## src/rtl/lockin_bank_if.sv

```systemverilog
// Bus bundle for lockin_bank: ADC sample stream, NCO references, window control and X/Y results.
interface lockin_bank_if #(
    parameter int unsigned NCH   = 2,
    parameter int unsigned IN_W  = 14,
    parameter int unsigned REF_W = 16,
    parameter int unsigned OUT_W = 24,
    parameter int unsigned WIN_W = 20
);
    logic signed [IN_W-1:0]      sig_in;
    logic                        sig_valid;
    logic        [NCH*REF_W-1:0] ref_sin;
    logic        [NCH*REF_W-1:0] ref_cos;
    logic        [WIN_W-1:0]     win_len;
    logic        [5:0]           out_shift;
    logic                        sync;
    logic        [NCH*OUT_W-1:0] x_out;
    logic        [NCH*OUT_W-1:0] y_out;
    logic                        out_valid;
    logic        [NCH-1:0]       sat_flag;

    modport master (
        output sig_in, sig_valid, ref_sin, ref_cos, win_len, out_shift, sync,
        input  x_out, y_out, out_valid, sat_flag
    );

    modport slave (
        input  sig_in, sig_valid, ref_sin, ref_cos, win_len, out_shift, sync,
        output x_out, y_out, out_valid, sat_flag
    );
endinterface

```

## src/rtl/lockin_bank.sv

```systemverilog
// Multi-channel lock-in demodulator: per-channel sin/cos products, boxcar integration over a
// shared programmable window, then shifted and saturated X/Y dump with a one-cycle valid strobe.
module lockin_bank #(
    parameter int unsigned NCH   = 2,
    parameter int unsigned IN_W  = 14,
    parameter int unsigned REF_W = 16,
    parameter int unsigned OUT_W = 24,
    parameter int unsigned ACC_W = 48,
    parameter int unsigned WIN_W = 20
) (
    input logic         clk,
    input logic         rst,
    lockin_bank_if.slave bus
);
    localparam int unsigned PROD_W = IN_W + REF_W;
    localparam logic signed [ACC_W-1:0] OMAX = {{(ACC_W-OUT_W+1){1'b0}}, {(OUT_W-1){1'b1}}};
    localparam logic signed [ACC_W-1:0] OMIN = {{(ACC_W-OUT_W+1){1'b1}}, {(OUT_W-1){1'b0}}};

    logic signed [PROD_W-1:0] px [NCH];
    logic signed [PROD_W-1:0] py [NCH];
    logic                     p_valid;
    logic signed [ACC_W-1:0]  acc_x [NCH];
    logic signed [ACC_W-1:0]  acc_y [NCH];
    logic        [WIN_W-1:0]  cnt;
    logic        [WIN_W-1:0]  len_lat;
    logic                     len_arm;

    logic        [WIN_W-1:0]  win_eff_c;
    logic                     dump_c;
    logic signed [PROD_W-1:0] prod_x_c [NCH];
    logic signed [PROD_W-1:0] prod_y_c [NCH];
    logic signed [ACC_W-1:0]  sum_x_c [NCH];
    logic signed [ACC_W-1:0]  sum_y_c [NCH];
    logic        [OUT_W:0]    clip_x_c [NCH];
    logic        [OUT_W:0]    clip_y_c [NCH];

    // Returns {clamped, value}: arithmetic shift then clamp to the signed OUT_W range.
    function automatic logic [OUT_W:0] clip(input logic signed [ACC_W-1:0] v,
                                            input logic        [5:0]       sh);
        logic signed [ACC_W-1:0] s;
        s = v >>> sh;
        if (s > OMAX)      clip = {1'b1, OMAX[OUT_W-1:0]};
        else if (s < OMIN) clip = {1'b1, OMIN[OUT_W-1:0]};
        else               clip = {1'b0, s[OUT_W-1:0]};
    endfunction

    always_comb begin
        win_eff_c = (bus.win_len == '0) ? WIN_W'(1) : bus.win_len;
        dump_c    = p_valid && (cnt == len_lat - WIN_W'(1));
        for (int k = 0; k < NCH; k++) begin
            prod_x_c[k] = PROD_W'($signed(bus.sig_in))
                        * PROD_W'($signed(bus.ref_sin[k*REF_W +: REF_W]));
            prod_y_c[k] = PROD_W'($signed(bus.sig_in))
                        * PROD_W'($signed(bus.ref_cos[k*REF_W +: REF_W]));
            sum_x_c[k]  = acc_x[k] + ACC_W'(px[k]);
            sum_y_c[k]  = acc_y[k] + ACC_W'(py[k]);
            clip_x_c[k] = clip(sum_x_c[k], bus.out_shift);
            clip_y_c[k] = clip(sum_y_c[k], bus.out_shift);
        end
    end

    // Product stage, accumulate/dump stage and window bookkeeping; sync overrides a coincident dump.
    always_ff @(posedge clk or negedge rst) begin
        if (!rst) begin
            p_valid       <= 1'b0;
            cnt           <= '0;
            len_lat       <= WIN_W'(1);
            len_arm       <= 1'b1;
            bus.x_out     <= '0;
            bus.y_out     <= '0;
            bus.sat_flag  <= '0;
            bus.out_valid <= 1'b0;
            for (int k = 0; k < NCH; k++) begin
                px[k]    <= '0;
                py[k]    <= '0;
                acc_x[k] <= '0;
                acc_y[k] <= '0;
            end
        end else begin
            len_arm       <= 1'b0;
            bus.out_valid <= 1'b0;
            if (len_arm) begin
                len_lat <= win_eff_c;
            end
            if (bus.sync) begin
                p_valid <= 1'b0;
                cnt     <= '0;
                len_lat <= win_eff_c;
                for (int k = 0; k < NCH; k++) begin
                    acc_x[k] <= '0;
                    acc_y[k] <= '0;
                end
            end else begin
                p_valid <= bus.sig_valid;
                if (bus.sig_valid) begin
                    for (int k = 0; k < NCH; k++) begin
                        px[k] <= prod_x_c[k];
                        py[k] <= prod_y_c[k];
                    end
                end
                if (dump_c) begin
                    cnt           <= '0;
                    len_lat       <= win_eff_c;
                    bus.out_valid <= 1'b1;
                    for (int k = 0; k < NCH; k++) begin
                        acc_x[k]                     <= '0;
                        acc_y[k]                     <= '0;
                        bus.x_out[k*OUT_W +: OUT_W]  <= clip_x_c[k][OUT_W-1:0];
                        bus.y_out[k*OUT_W +: OUT_W]  <= clip_y_c[k][OUT_W-1:0];
                        bus.sat_flag[k]              <= clip_x_c[k][OUT_W] | clip_y_c[k][OUT_W];
                    end
                end else if (p_valid) begin
                    cnt <= cnt + WIN_W'(1);
                    for (int k = 0; k < NCH; k++) begin
                        acc_x[k] <= sum_x_c[k];
                        acc_y[k] <= sum_y_c[k];
                    end
                end
            end
        end
    end
endmodule
```

## src/flat_wrapper.sv

```systemverilog
// flat-port wrapper written by rule: the top's interface ports become plain ports
module lockin_bank_flat 
#(
    parameter int unsigned NCH   = 2,
    parameter int unsigned IN_W  = 14,
    parameter int unsigned REF_W = 16,
    parameter int unsigned OUT_W = 24,
    parameter int unsigned ACC_W = 48,
    parameter int unsigned WIN_W = 20
)
  (clk, rst, bus_sig_in, bus_sig_valid, bus_ref_sin, bus_ref_cos, bus_win_len, bus_out_shift, bus_sync, bus_x_out, bus_y_out, bus_out_valid, bus_sat_flag);
  lockin_bank_if #(.NCH(NCH), .IN_W(IN_W), .REF_W(REF_W), .OUT_W(OUT_W), .WIN_W(WIN_W)) bus_i ();
  input logic clk;
  input logic rst;
  input wire logic [$bits(bus_i.sig_in)-1:0] bus_sig_in;
  input wire logic [$bits(bus_i.sig_valid)-1:0] bus_sig_valid;
  input wire logic [$bits(bus_i.ref_sin)-1:0] bus_ref_sin;
  input wire logic [$bits(bus_i.ref_cos)-1:0] bus_ref_cos;
  input wire logic [$bits(bus_i.win_len)-1:0] bus_win_len;
  input wire logic [$bits(bus_i.out_shift)-1:0] bus_out_shift;
  input wire logic [$bits(bus_i.sync)-1:0] bus_sync;
  output wire logic [$bits(bus_i.x_out)-1:0] bus_x_out;
  output wire logic [$bits(bus_i.y_out)-1:0] bus_y_out;
  output wire logic [$bits(bus_i.out_valid)-1:0] bus_out_valid;
  output wire logic [$bits(bus_i.sat_flag)-1:0] bus_sat_flag;
  assign bus_i.sig_in = bus_sig_in;
  assign bus_i.sig_valid = bus_sig_valid;
  assign bus_i.ref_sin = bus_ref_sin;
  assign bus_i.ref_cos = bus_ref_cos;
  assign bus_i.win_len = bus_win_len;
  assign bus_i.out_shift = bus_out_shift;
  assign bus_i.sync = bus_sync;
  assign bus_x_out = bus_i.x_out;
  assign bus_y_out = bus_i.y_out;
  assign bus_out_valid = bus_i.out_valid;
  assign bus_sat_flag = bus_i.sat_flag;
  lockin_bank #(.NCH(NCH), .IN_W(IN_W), .REF_W(REF_W), .OUT_W(OUT_W), .ACC_W(ACC_W), .WIN_W(WIN_W)) u_core (.clk(clk), .rst(rst), .bus(bus_i));
endmodule
```

## config.mk

```make
export PLATFORM = sky130hd
export DESIGN_NAME = lockin_bank_flat
export DESIGN_NICKNAME = d
export VERILOG_FILES = /design/src/rtl/lockin_bank_if.sv /design/src/rtl/lockin_bank.sv /design/src/flat_wrapper.sv
export SDC_FILE = /design/constraint.sdc
export NUM_CORES = 2
export LEC_CHECK = 0
export CORE_ASPECT_RATIO = 2
export CORE_MARGIN = 5
export CORE_UTILIZATION = 25
export CTS_BUF_LIST = sky130_fd_sc_hd__clkbuf_4 sky130_fd_sc_hd__clkbuf_8
export CTS_CLUSTER_SIZE = 30
export DETAILED_ROUTE_END_ITERATION = 10
export PLACE_DENSITY = 0.38
export SYNTH_ARGS = -nofsm -noshare
export SYNTH_HDL_FRONTEND = slang
export SYNTH_SLANG_ARGS = --single-unit
```

## constraint.sdc

```tcl
create_clock -name clk -period 6.8 [get_ports clk]
set_clock_uncertainty 0.15 [all_clocks]
set_input_delay 0.68 -clock clk [delete_from_list [all_inputs] [get_ports clk]]
set_output_delay 0.68 -clock clk [all_outputs]
set_load 0.01 [all_outputs]
```

==> Yosys cells after proc, flatten, opt, wreduce, memory -nomap -nowiden <==
Cells that the tools add are included.
{ "classes": {"bitwise_logic": 3, "reduce_logical": 6, "n_lt_le_gt_ge": 8, "mux": 24, "shifts": 4, "add_sub_neg": 6, "n_eq_ne": 1, "multipliers": 4} }
{ "ops": {"columns": ["cell", "n"], "rows": [
  ["$mux 96", 6],
  ["$mux 25", 8],
  ["$add 48x30->48", 4],
  ["$gt 48x24->1 const B", 4],
  ["$lt 48x24->1 const B", 4],
  ["$sshr 48x6->48", 4],
  ["$mux 20", 7],
  ["$mul 14x16->30", 4],
  ["$add 20x1->20 const B", 1],
  ["$eq 20x20->1", 1],
  ["$logic_not 20->1", 1],
  ["$sub 20x1->20 const B", 1],
  ["$reduce_bool 3->1", 2],
  ["$reduce_and 2->1", 2],
  ["$mux 1", 3],
  ["$or 1x1->1", 2],
  ["$logic_and 1x1->1", 1],
  ["$not 1->1", 1]
]} }
{ "word_totals": {"output_inout_bits": 99, "word_cells": 72, "in_bits": 108, "ff_bits": 453} }

==> Longest topological paths before layout <==
{ "depth": {"ltp_word": 6, "ltp_mapped": 30, "depth_no_buf": 28} }

==> Worst setup path before layout <==
No wires, ideal clock.
{ "synth_timing": {"kind": "input to register", "start": "in bus_sig_in[2]", "end": "reg u_core.py[59] (netlist name)", "path_buffers": 2, "required_ns": 6.517, "setup_time_ns": 0.133, "arrival_ns": 6.958, "path_slack_ns": -0.441, "path_stages": 26, "cell_sequence": "clkbuf_1 clkbuf_1 nand2_1 fa_1 inv_1 fa_1 fa_1 inv_1 fa_1 fa_1 inv_1 fa_1 ha_1 inv_1 o21bai_1 a21oi_1 o21ai_0 o41ai_1 o211ai_1 o41a_1 a41oi_1 a211o_1 o2111ai_1 a21oi_1 xnor2_1 o21ai_0"} }
{ "synth_via": {"elab_chain_len": 1} }
{ "synth_rtl": {"columns": ["item", "line_no", "rtl"], "rows": [
  ["from (decl)", "flat_wrapper.sv:15", "input wire logic [$bits(bus_i.sig_in)-1:0] bus_sig_in;"],
  ["$mul 14x16->30", "lockin_bank.sv:54", "* PROD_W'($signed(bus.ref_cos[k*REF_W +: REF_W]));"],
  ["to (signal, indexed assignment)", "lockin_bank.sv:98", "py[k] <= prod_y_c[k];"],
  ["to (decl)", "lockin_bank.sv:20", "logic signed [PROD_W-1:0] py [NCH];"]
]} }
No other way between the ends.
A chain may end at the register's enable or synchronous reset.

==> Worst setup path in the final report <==
{ "layout_timing": {"start": "in bus_ref_cos[4]", "end": "reg u_core.py[57] (netlist name)"} }
{ "layout_via": {"elab_chain_len": 1} }
{ "layout_rtl": {"columns": ["item", "line_no", "rtl"], "rows": [
  ["from (decl)", "flat_wrapper.sv:18", "input wire logic [$bits(bus_i.ref_cos)-1:0] bus_ref_cos;"],
  ["$mul 14x16->30", "lockin_bank.sv:54", null]
]} }
No other way between the ends.

==> out/summary.txt <==
P_sw = 26.61 mW
Fillers = 34062
Post-route ant nets = 0
Layout cells sized above 1 = 0.1328
Worst setup SP type = input pin
Sequential area share after synthesis = 0.1433
Critical Path Slowest Stage Cell = fa_1
Crit-path max FO = 8
Clock sinks = 453
Reg2Reg Depth = 17
Clock power frac = 0.059
DRT iter0 DRCs = 4468
Final hold violations = 0
Ys async rst share = 1.000
Final TNS setup = 0 ns
Logic pwr share = 0.866
Largest net degree at the start of global routing = 114
TritonCTS buffer count = 80
CP arrival = 7.11 ns
Mapped Nets = 10979
Final setup fails = 0
DR DRC count = 0
Kind of critical path = in -> reg
Mapped Cells = 9517
Cell mode on critical path = fa_1
Clock transition at the registers of the reported paths = 0.07 ns
Ys Warns = 0
Tcrit/Tclk final = 0.9751
Multi-input gate area = 61860 sq um
Chip height = 805.6 microns
Leak pwr = 42.07 nW
Slew of the pin with the lowest slew margin = 1.337 ns
Reg-to-Reg Start = u_core.px[57]$_DFFE_PN0P_
Worst setup path end = u_core.py[57]$_DFFE_PN0P_
Max-slew headroom = 0.1051
Worst vdd ir = 0.0005719 V
Hold WC Path Type = in -> reg
Tot GR Track Use = 0.2012
IO Pins = 207
CTS Root Cell = clkbuf_8
Yosys cell types = 129
Clk buf depth = 3
Pwr dens = 553.1 nW/um^2
Sequential Area = 11340 sq um
Gr ovfl total = 0
H-tree depth = 3
Status = finished clean
Syn Std Cell Area = 79120 sq um
Switching Fraction = 0.5197
Detailed Routing Iterations Pass 1 = 5
Share of power burned in registers = 0.074
Core region area = 315700 sq um
Routed Wire Length = 337500 microns
Initial antenna violation count = 5
Critical Path RT = 7.28 ns
Vias in the first global route = 76630
Max Transition Viols Final = 0
First-pass GRT wire length = 507200 microns
Average cell area after synthesis = 8.314 sq um
CTS tree = built
# rows = 292
PortBufs = 206
Chip width = 407.8 microns
Placer Congestion = 0.9590
Most frequent cells in the layout = nand2_1 (1130), inv_1 (984), fa_1 (880)
Final Util = 0.2932
Critical Path Source = bus_ref_cos[4]
Min-Delay Path Depth = 3
Vias = 71705
Die area = 328500 sq um
Detail Placement HPWL = 279800 microns
Most common cell after layout, fill and taps aside = nand2_1
Area grow syn2layout = 16.99%
Drt via density = 5.060
Worst-Skew Late Latency = 0.83 ns
Yosys reg bits = 453
Nets@finish = 11447
Cell Int Power = 24.59 mW
CP endpoint kind = register
Fmax = 0.1508 GHz
Main synth FF type = dfrtp_1
Post-synth EDFFs = 0
Max Cap Violations = 0
CP peak stage delay = 0.56 ns
Period minus WS final = 6.631 ns
Initial Util = 0.2507
R2R Path End = u_core.bus.x_out[3]$_DFFE_PN0P_
Flop-to-flop setup slack = 0.18 ns
Wire per inst = 23.82 microns
kinds of logic after synthesis:
| kind of cell | synth area share |
|---|---|
| flip-flops | 0.1433 |
| other | 0.00004740 |
| adder cells (fa/ha/maj) | 0.2976 |
| XOR/XNOR | 0.03530 |
| AND/OR/NAND/NOR | 0.1943 |
| buffers and inverters | 0.07730 |
| multiplexers | 0.07273 |
| AO/OA/AOI/OAI | 0.1794 |
power by group through the flow:
| stage | Sequential (mW) | Clock (mW) | Combinational (mW) |
|---|---|---|---|
| global placement | 3.87 | 0 | 44.5 |
| floorplan | 3.64 | 0 | 28.2 |
| global route | 3.90 | 3.28 | 49.9 |
| detailed placement | 3.89 | 0 | 44.5 |
| CTS | 3.84 | 3.22 | 44.7 |
| finish | 3.81 | 3.03 | 44.4 |
synth_stat cells, drive strengths merged, types with 211 or more instances:
library cell  count  area share
dfrtp           451        0.14
xnor2           211       0.023
nor2            803       0.038
mux2i           291       0.037
o21ai           390       0.025
and2            462       0.037
ha              474       0.075
nand2          1140       0.054
a21oi           530       0.035
fa              880        0.22
inv             991       0.047
clkbuf          485       0.023
worst min path at each step:
stage | from | end | slack, ns
2_1_floorplan | rst | u_core.acc_x[0]$_DFFE_PN0P_ | 0.23
3_3_place_gp | u_core.py[30]$_DFFE_PN0P_ | u_core.py[30]$_DFFE_PN0P_ | 0.31
3_5_place_dp | u_core.px[0]$_DFFE_PN0P_ | u_core.px[0]$_DFFE_PN0P_ | 0.32
4_1_cts | bus_out_shift[4] | u_core.bus.y_out[6]$_DFFE_PN0P_ | 0.13
5_1_grt | bus_out_shift[4] | u_core.bus.y_out[6]$_DFFE_PN0P_ | 0.20
6_report | bus_out_shift[4] | u_core.bus.y_out[6]$_DFFE_PN0P_ | 0.24
flip-flops by register name, summed over array words and instances (netlist names):
name,count
u_core.bus.x_out,48
u_core.bus.out_valid,1
u_core.len_lat,20
u_core.py,60
u_core.cnt,20
u_core.acc_y,96
u_core.p_valid,1
u_core.len_arm,1
u_core.bus.y_out,48
u_core.bus.sat_flag,2
u_core.acc_x,96
u_core.px,60
cell type report:
cell class	count	share of cell area
antenna	5	0.0001352
clock buffer	118	0.01599
clock inverter	28	0.003447
inverter	991	0.04041
multi-input combinational	7466	0.6683
sequential	453	0.1225
tap	4116	0.05563
timing repair buffer	993	0.09356
critical path: cells and delay by family:
| kind | cells | cell delay, ns |
|---|---|---|
| fa+ha+maj | 7 | 3.27 |
| simple gates | 2 | 0.40 |
| buf+inv | 6 | 0.91 |
| xor+xnor | 1 | 0.15 |
| compound gates | 9 | 1.68 |
through the flow:
step | instances | hold WS (ns) | area (sq um) | setup slack (ns) | power (mW)
after CTS | 14161 | 0.1252 | 92380 | 0.1193 | 51.74
after global routing | 14168 | 0.2016 | 92560 | -0.03554 | 57.09
after floorplan | 9517 | 0.2344 | 79230 | -0.03738 | 31.85
after detailed placement | 14014 | 0.3211 | 90570 | -0.7526 | 48.34
after global placement | 14014 | 0.3140 | 90570 | -0.8884 | 48.32
final | 14170 | 0.2379 | 92570 | 0.1690 | 51.20
layer usage:
| layer | part of all wire | track usage |
|---|---|---|
| met5 | 0.000059 | 0 |
| met4 | 0.064 | 0.1042 |
| met3 | 0.030 | 0.01711 |
| met2 | 0.51 | 0.3720 |
| met1 | 0.40 | 0.2306 |
what timing repair did:
item	4_1_cts	5_1_grt
setup endpoints to repair	0	71
endpoints found under the hold margin	40	0
hold buffers	1	0
buffers inserted	0	4
gates resized for setup	0	36
No activity file was read; power rests on OpenSTA's default activity.
